--- src/rtl/multicycle_control.sv ---
// multicycle_control
//
// Main control unit for the multi-cycle RV32I core. It sequences each instruction
// over several states and shares one memory port that uses a req/ready handshake
// and has variable latency. It supports JAL/JALR/LUI/AUIPC, an optional memory
// timeout, and a sticky TRAP state that only reset clears.
//
// Parameters
//   MEM_TIMEOUT  : maximum consecutive wait cycles in a memory state (0 = wait forever)
//   ENABLE_JUMPS : JAL/JALR are legal when 1, trap when 0
//   ENABLE_UPPER : LUI/AUIPC are legal when 1, trap when 0
//
// Ports
//   i_Clk, i_Rst        clock (rising edge), asynchronous active-high reset
//   i_OPCode            IR[6:0]
//   i_MemReady          memory completes the current request this cycle
//   o_MemReq/o_MemWrite memory request / request is a store
//   o_IorD              address select (0 PC, 1 ALUOut)
//   o_IRWrite           IR load (OldPC <= PC)
//   o_PCWrite           unconditional PC load
//   o_PCWriteCond       PC load on branch condition
//   o_PCSource          00 ALU, 01 ALUOut, 10 ALU with bit0 cleared
//   o_ALUSrcA           00 PC, 01 rs1, 10 zero, 11 OldPC
//   o_ALUSrcB           00 rs2, 01 four, 10 immediate
//   o_ALUOp             00 add, 01 branch compare, 10 R funct, 11 I funct
//   o_RegWrite/o_WBSel  register write, source 00 ALUOut, 01 MDR, 10 OldPC+4
//   o_InstrDone         last cycle of an instruction
//   o_Error             high while in TRAP
//   o_State             current state code (debug)
//
// state     | meaning
// ----------+-----------------------------------------------------------
// FETCH     | read instruction at PC, load IR and PC+4 on ready
// DECODE    | ALUOut <= OldPC + imm, dispatch on opcode
// MEM_ADDR  | ALUOut <= rs1 + imm
// MEM_READ  | load data from ALUOut into MDR
// MEM_WB    | rd <= MDR
// MEM_WRITE | store rs2 at ALUOut
// EXEC_R    | ALUOut <= rs1 op rs2
// EXEC_I    | ALUOut <= rs1 op imm
// ALU_WB    | rd <= ALUOut
// BRANCH    | compare rs1/rs2, PC <= branch target if taken
// JAL       | PC <= ALUOut, rd <= OldPC+4
// JALR      | PC <= (rs1+imm) & ~1, rd <= OldPC+4
// UPPER     | ALUOut <= 0+imm (LUI) or OldPC+imm (AUIPC)
// TRAP      | sticky error; only reset leaves it

module multicycle_control #(
    parameter int MEM_TIMEOUT  = 0,
    parameter bit ENABLE_JUMPS = 1'b1,
    parameter bit ENABLE_UPPER = 1'b1
) (
    input  logic       i_Clk,
    input  logic       i_Rst,
    input  logic [6:0] i_OPCode,
    input  logic       i_MemReady,
    output logic       o_MemReq,
    output logic       o_MemWrite,
    output logic       o_IorD,
    output logic       o_IRWrite,
    output logic       o_PCWrite,
    output logic       o_PCWriteCond,
    output logic [1:0] o_PCSource,
    output logic [1:0] o_ALUSrcA,
    output logic [1:0] o_ALUSrcB,
    output logic [1:0] o_ALUOp,
    output logic       o_RegWrite,
    output logic [1:0] o_WBSel,
    output logic       o_InstrDone,
    output logic       o_Error,
    output logic [3:0] o_State
);

    typedef enum logic [3:0] {
        S_FETCH     = 4'd0,
        S_DECODE    = 4'd1,
        S_MEM_ADDR  = 4'd2,
        S_MEM_READ  = 4'd3,
        S_MEM_WB    = 4'd4,
        S_MEM_WRITE = 4'd5,
        S_EXEC_R    = 4'd6,
        S_EXEC_I    = 4'd7,
        S_ALU_WB    = 4'd8,
        S_BRANCH    = 4'd9,
        S_JAL       = 4'd10,
        S_JALR      = 4'd11,
        S_UPPER     = 4'd12,
        S_TRAP      = 4'd13
    } state_t;

    localparam logic [6:0] OP_LOAD   = 7'b0000011;
    localparam logic [6:0] OP_STORE  = 7'b0100011;
    localparam logic [6:0] OP_R      = 7'b0110011;
    localparam logic [6:0] OP_I      = 7'b0010011;
    localparam logic [6:0] OP_BRANCH = 7'b1100011;
    localparam logic [6:0] OP_JAL    = 7'b1101111;
    localparam logic [6:0] OP_JALR   = 7'b1100111;
    localparam logic [6:0] OP_LUI    = 7'b0110111;
    localparam logic [6:0] OP_AUIPC  = 7'b0010111;

    state_t state_q, state_d;
    logic   timeout_hit;

    always_ff @(posedge i_Clk or posedge i_Rst) begin
        if (i_Rst) state_q <= S_FETCH;
        else       state_q <= state_d;
    end

    generate
        if (MEM_TIMEOUT > 0) begin : g_timeout
            localparam int CW = $clog2(MEM_TIMEOUT + 1);
            logic [CW-1:0] wait_cnt;
            logic          mem_wait;

            assign mem_wait = ((state_q == S_FETCH) || (state_q == S_MEM_READ) ||
                               (state_q == S_MEM_WRITE)) && !i_MemReady;

            // The counter holds the number of wait cycles already spent in this
            // state. Ready on the cycle where it reaches the limit still wins,
            // because the FSM tests ready before timeout_hit.
            assign timeout_hit = mem_wait && (wait_cnt == CW'(MEM_TIMEOUT));

            always_ff @(posedge i_Clk or posedge i_Rst) begin
                if (i_Rst)
                    wait_cnt <= '0;
                else if (mem_wait && (state_d == state_q))
                    wait_cnt <= wait_cnt + CW'(1);
                else
                    wait_cnt <= '0;
            end
        end else begin : g_no_timeout
            assign timeout_hit = 1'b0;
        end
    endgenerate

    always_comb begin
        state_d       = state_q;
        o_MemReq      = 1'b0;
        o_MemWrite    = 1'b0;
        o_IorD        = 1'b0;
        o_IRWrite     = 1'b0;
        o_PCWrite     = 1'b0;
        o_PCWriteCond = 1'b0;
        o_PCSource    = 2'b00;
        o_ALUSrcA     = 2'b00;
        o_ALUSrcB     = 2'b00;
        o_ALUOp       = 2'b00;
        o_RegWrite    = 1'b0;
        o_WBSel       = 2'b00;
        o_InstrDone   = 1'b0;
        o_Error       = 1'b0;
        o_State       = state_q;

        case (state_q)
            S_FETCH: begin
                o_MemReq  = 1'b1;
                o_ALUSrcB = 2'b01;
                if (i_MemReady) begin
                    o_IRWrite = 1'b1;
                    o_PCWrite = 1'b1;
                    state_d   = S_DECODE;
                end else if (timeout_hit) begin
                    state_d = S_TRAP;
                end
            end
            S_DECODE: begin
                o_ALUSrcA = 2'b11;
                o_ALUSrcB = 2'b10;
                case (i_OPCode)
                    OP_LOAD, OP_STORE: state_d = S_MEM_ADDR;
                    OP_R:              state_d = S_EXEC_R;
                    OP_I:              state_d = S_EXEC_I;
                    OP_BRANCH:         state_d = S_BRANCH;
                    OP_JAL:            state_d = ENABLE_JUMPS ? S_JAL : S_TRAP;
                    OP_JALR:           state_d = ENABLE_JUMPS ? S_JALR : S_TRAP;
                    OP_LUI, OP_AUIPC:  state_d = ENABLE_UPPER ? S_UPPER : S_TRAP;
                    default:           state_d = S_TRAP;
                endcase
            end
            S_MEM_ADDR: begin
                o_ALUSrcA = 2'b01;
                o_ALUSrcB = 2'b10;
                state_d   = (i_OPCode == OP_STORE) ? S_MEM_WRITE : S_MEM_READ;
            end
            S_MEM_READ: begin
                o_MemReq = 1'b1;
                o_IorD   = 1'b1;
                if (i_MemReady)       state_d = S_MEM_WB;
                else if (timeout_hit) state_d = S_TRAP;
            end
            S_MEM_WB: begin
                o_RegWrite  = 1'b1;
                o_WBSel     = 2'b01;
                o_InstrDone = 1'b1;
                state_d     = S_FETCH;
            end
            S_MEM_WRITE: begin
                o_MemReq   = 1'b1;
                o_MemWrite = 1'b1;
                o_IorD     = 1'b1;
                if (i_MemReady) begin
                    o_InstrDone = 1'b1;
                    state_d     = S_FETCH;
                end else if (timeout_hit) begin
                    state_d = S_TRAP;
                end
            end
            S_EXEC_R: begin
                o_ALUSrcA = 2'b01;
                o_ALUOp   = 2'b10;
                state_d   = S_ALU_WB;
            end
            S_EXEC_I: begin
                o_ALUSrcA = 2'b01;
                o_ALUSrcB = 2'b10;
                o_ALUOp   = 2'b11;
                state_d   = S_ALU_WB;
            end
            S_ALU_WB: begin
                o_RegWrite  = 1'b1;
                o_InstrDone = 1'b1;
                state_d     = S_FETCH;
            end
            S_BRANCH: begin
                o_ALUSrcA     = 2'b01;
                o_ALUOp       = 2'b01;
                o_PCWriteCond = 1'b1;
                o_PCSource    = 2'b01;
                o_InstrDone   = 1'b1;
                state_d       = S_FETCH;
            end
            S_JAL: begin
                o_PCWrite   = 1'b1;
                o_PCSource  = 2'b01;
                o_RegWrite  = 1'b1;
                o_WBSel     = 2'b10;
                o_InstrDone = 1'b1;
                state_d     = S_FETCH;
            end
            S_JALR: begin
                o_ALUSrcA   = 2'b01;
                o_ALUSrcB   = 2'b10;
                o_PCWrite   = 1'b1;
                o_PCSource  = 2'b10;
                o_RegWrite  = 1'b1;
                o_WBSel     = 2'b10;
                o_InstrDone = 1'b1;
                state_d     = S_FETCH;
            end
            S_UPPER: begin
                // Opcode bit 5 separates LUI (zero base) from AUIPC (OldPC base).
                o_ALUSrcA = i_OPCode[5] ? 2'b10 : 2'b11;
                o_ALUSrcB = 2'b10;
                state_d   = S_ALU_WB;
            end
            S_TRAP: begin
                o_Error = 1'b1;
            end
            default: begin
                state_d = S_TRAP;
            end
        endcase

        // Reset silences every output at once, including FETCH's request,
        // so no partial write escapes while reset is asserted.
        if (i_Rst) begin
            o_MemReq      = 1'b0;
            o_MemWrite    = 1'b0;
            o_IorD        = 1'b0;
            o_IRWrite     = 1'b0;
            o_PCWrite     = 1'b0;
            o_PCWriteCond = 1'b0;
            o_PCSource    = 2'b00;
            o_ALUSrcA     = 2'b00;
            o_ALUSrcB     = 2'b00;
            o_ALUOp       = 2'b00;
            o_RegWrite    = 1'b0;
            o_WBSel       = 2'b00;
            o_InstrDone   = 1'b0;
            o_Error       = 1'b0;
            o_State       = 4'd0;
        end
    end

endmodule

--- config.mk ---
export PLATFORM = sky130hd
export DESIGN_NAME = multicycle_control
export DESIGN_NICKNAME = d
export VERILOG_FILES = /design/src/rtl/multicycle_control.sv
export SDC_FILE = /design/constraint.sdc
export NUM_CORES = 1
export LEC_CHECK = 0
export CAP_MARGIN = 10
export CELL_PAD_IN_SITES_DETAIL_PLACEMENT = 1
export CELL_PAD_IN_SITES_GLOBAL_PLACEMENT = 2
export CORE_UTILIZATION = 21
export DETAILED_ROUTE_END_ITERATION = 7
export GPL_ROUTABILITY_DRIVEN = 0
export PLACE_DENSITY = 0.87
export REMOVE_ABC_BUFFERS = 1
export SYNTH_ARGS = -nofsm -noshare
export SYNTH_HDL_FRONTEND = slang
export SYNTH_SLANG_ARGS = --single-unit
--- constraint.sdc ---
create_clock -name i_Clk -period 2.01 [get_ports i_Clk]
set_clock_uncertainty 0.15 [all_clocks]
set_input_delay 0.201 -clock i_Clk [delete_from_list [all_inputs] [get_ports i_Clk]]
set_output_delay 0.201 -clock i_Clk [all_outputs]
set_load 0.02 [all_outputs]
* After elaboration in Yosys (flattened, before gate mapping)
Cells that the tools add are included.
** Word-level totals
- Flip-flop bits (word level) :: 4
- Output and inout port bits :: 23
- Logic and storage cells :: 77
** Cells by class
- Reductions and logical operators :: 13
- Bitwise logic cells :: 1
- Mux-type cells :: 37
- Eq/ne operators :: 25
** Operator list (count)
- $pmux 4 s8 :: 1
- $pmux 4 s7 :: 1
- $eq 4x4->1 const B :: 6
- $eq 7x6->1 const B :: 3
- $eq 7x7->1 const B :: 3
- $mux 1 :: 18
- $eq 4x3->1 const B :: 4
- $mux 4 :: 4
- $reduce_or 5->1 :: 3
- $eq 7x5->1 const B :: 2
- $pmux 2 s2 :: 3
- $pmux 2 s3 :: 2
- $mux 2 :: 5
- $reduce_or 2->1 :: 5
- $eq 4x2->1 const B :: 2
- $eq 7x2->1 const B :: 1
- $ne 2x2->1 const B :: 3
- $reduce_or 3->1 :: 2
- $eq 4x1->1 const B :: 1
- $logic_not 4->1 :: 1
- $pmux 1 s2 :: 2
- $reduce_and 4->1 :: 1
- $reduce_or 4->1 :: 1
- $mux 3 :: 1
- $not 1->1 :: 1

* Depth between registers and ports, before layout
- Depth after elaboration :: 4
- Depth in mapped cells :: 6
- Mapped depth without buffers :: 5

* Worst setup path after synthesis
OpenSTA, ideal clock, no wires.
- Path kind :: register to output
- Start :: reg state_q[1]
- End :: out o_PCWrite
- Buffers on the path :: 1
- Slack :: -0.022 ns
- Data arrival time :: 1.681 ns
- Cell stages (with the launch flop) :: 6
- Path through :: dfrtp_1 > buf_6 > nor2_1 > nor4b_2 > and2_1 > or2_1
** Between the ends
- Word-level cells in the longest chain between the ends :: 4
** Ends and longest elaborated chain
- from (decl) :: RTL line 101 : state_t state_q, state_d;
- from (signal assigned) :: RTL line 106 : else state_q <= state_d;
- $eq 4x4->1 :: RTL line 154 : case (state_q)
- $reduce_or 2->1 (no line)
- $pmux 1 s2 * :: RTL line 154
- $mux 1 * :: RTL line 266 : if (i_Rst) begin
- to (decl) :: RTL line 61 : output logic o_PCWrite,
Mark *: on every way between the ends. The rest lies on a longest branch, timed or not.

* Worst setup path after layout
- Start :: reg state_q[1]
- End :: out o_ALUOp[1]
** Between the ends
- Word-level cells in the longest chain between the ends :: 3
** Ends and longest elaborated chain
- $eq 4x4->1 / $eq 4x3->1 (equally long branches) :: RTL line 154
- $pmux 2 s3 * :: RTL line 154
- $mux 2 * :: RTL line 266
- to (decl) :: RTL line 66 : output logic [1:0] o_ALUOp,
Marks and branches as above.

==> results.yml <==
timing:
  timing.fmax_mhz: 514
  drv_slew: 0
  max_slew_margin_pct: 72.8
  holdWs_ps: 73.5
  finalHoldViolations: 0
  fin_setup_tns_ps: 0
  finalSetupViolCount: 0
  finalCritPeriodShare_pct: 96.8
  worst-slew-pin-transition_ps: 404
  fin_crit_ps: 1950
clock_network:
  htree_levels: 1
  cts_made_buffers: 3
  ctsHoldBuffers: 0
  cts_tree: "built"
  cts-root-buf: "clkbuf_4"
  cts_buffer_depth: 2
  path_clk_slew_ps: 40
  insertion_delay_ps: 230
  cts_sinks: 4
finish:
  finish.net_count: 168
  layout_common_cells: "buf_4 (33), clkdlybuf4s50_1 (11), nand2_1 (8)"
  antenna_cells: 0
  reg_top3: "state_q (4)"
  final_common_cell: "buf_4"
  largest_reg_flops: 4
  regMostFlops: "state_q"
  multi_input_area_um2: 541
  area_growth_pct: 98.8
  drive_gt1_share_pct: 42.3
  seq_area_um2: 104
  n_fill_cell: 356
worst_hold_path:
  worstHoldPathType: "primary input to asynchronous set/reset pin"
setup_path:
  cp-end-kind: "output port"
  cp_data_required_time_ps: 1660
  critPathArrivalTime_ps: 1600
  path_class: "flip-flop to output port"
  path_max_fanout: 5
  startpoint_type: "flip-flop"
logic_synthesis:
  ys_seq_elements: 4
  ys_seq_area_share_pct: 15.5
  async_flop_share_pct: 100
  synth_top_area_cell: "dfrtp_1"
  synth-edff-count: 0
  ys_warn_count: 0
  netlist_instances: 94
  synth.avg_cell_area_um2: 6.87
  netlist.area_leader.share_pct: 15.5
  netlist_area_um2: 646
  yosys-top-cells-area: "dfrtp_1 (16%), nor2b_1 (8.7%), a21oi_1 (5.4%)"
  synth_cell_type_count: 34
  synth_flop_cell: "dfrtp_1"
grt:
  antenna_found_initial: 0
  grt.total_usage_pct: 16.9
  gr-total-overflow: 0
  grt_pass1_wl_um: 4430
  grt_pass1_vias: 929
  grt_max_degree: 12
floorplanning:
  start_util_pct: 22.8
  fp.dieH_um: 57.4
  core_area_mm2: 0.00283
  ioPinCount: 33
  die_area_mm2: 0.00330
  chipWidth_um: 57.4
  rows: 19
routing:
  dr.pass1.iters: 6
  routed_wl_um: 2710
  via_per_inst: 5.06
  wl_per_cell_um: 14.5
  drc: 3
  via_count: 946
  drtIter0Drc: 15
  final_antenna_net_count: 0
place:
  portBuffers: 32
  dp_hpwl_um: 2100
status:
  status: "complete, but fails checks"
  violations: "design-rule violations"
power_and_ir_drop:
  p_per_area_mw_per_mm2: 1110
  leakage_nw: 0.585
  ir_drop_v: 0.000364
job:
  maxCapViolCount: 0
==> final cells by class <==
type,instances,area share (%)
inverters,5,1.46
clock buffers,3,1.75
flip-flops and latches,4,8.09
multi-input cells,78,42.1
well taps,31,3.02
repair buffers,66,43.6
==> final timing paths <==
kind | from | endpoint | slack (ps) | cells after the start
hold reg to reg | state_q[3] | state_q[3] | 540 | 3
min in group i_Clk | state_q[3] | state_q[3] | 540 | 3
hold / removal | i_Rst | state_q[1] | 70 | 3
setup / recovery | state_q[1] | o_ALUOp[1] | 60 | 5
setup reg to reg | state_q[2] | state_q[0] | 370 | 5
max in group asynchronous | i_Rst | state_q[2] | 1520 | 3
==> logic make-up after synthesis <==
family	synth area share, %
AOI/OAI and AO/OA	23.6
xor gates and xnor gates	2.71
buffers and inverters	9.50
DFF	15.5
muxes	3.29
and+or+nand+nor	45.3
==> through the flow <==
step	area, µm²	setup slack [ps]	power, mW	cells	util, %
floorplan	603	-98.3	0.622	87	-
global placement	1190	-183	1.17	180	42.0
detailed placement	1190	-281	1.20	180	42.0
CTS	1260	13.0	1.36	185	44.6
global route	1280	-11.4	1.52	187	45.4
finish	1280	63.8	1.42	187	45.4
==> worst max-delay path, cell delays in order, from the launching register on <==
cell	delay [ps]
dfrtp_2	460
buf_4	170
nor2b_2	160
buf_4	140
and3b_1	160
clkdlybuf4s15_1	280
==> where the power goes <==
group | switching (mW) | leakage [nW] | internal [mW] | total, mW
registers | 0.0403 | 0.0478 | 0.113 | 0.154
logic | 0.556 | 0.524 | 0.616 | 1.17
clock network | 0.0304 | 0.0138 | 0.0666 | 0.0970
==> what timing repair did <==
| item | 4_1_cts | 5_1_grt |
|---|---|---|
| endpoints found under the hold margin | 0 | 0 |
| buffers inserted | 2 | 2 |
| setup endpoints to repair | 22 | 15 |
| resized for setup | 46 | 22 |
==> layer usage <==
layer | vias to the layer above | share of wire (%) | GRT usage [%]
met1 | 461 | 40 | 19.5
met3 | 2 | 4.1 | 1.59
met5 | - | 0 | 0
met4 | 0 | 0.15 | 3.14
li1 | 461 | - | -
met2 | 22 | 56 | 33.2
==> synthesized netlist by cell type (2+ instances only) <==
cell type  count
nor3_1         7
buf_2          4
xnor2_1        2
inv_1          5
and2_1         2
nand3b_1       3
or2_1          2
dfrtp_1        4
nand2b_1       3
nor3b_1        2
nand3_1        4
nand2_1        8
o21ai_0        6
nor2b_1        9
o221ai_1       2
a21oi_1        7
nor2_1         7
(Power assumes the default switching activity.)
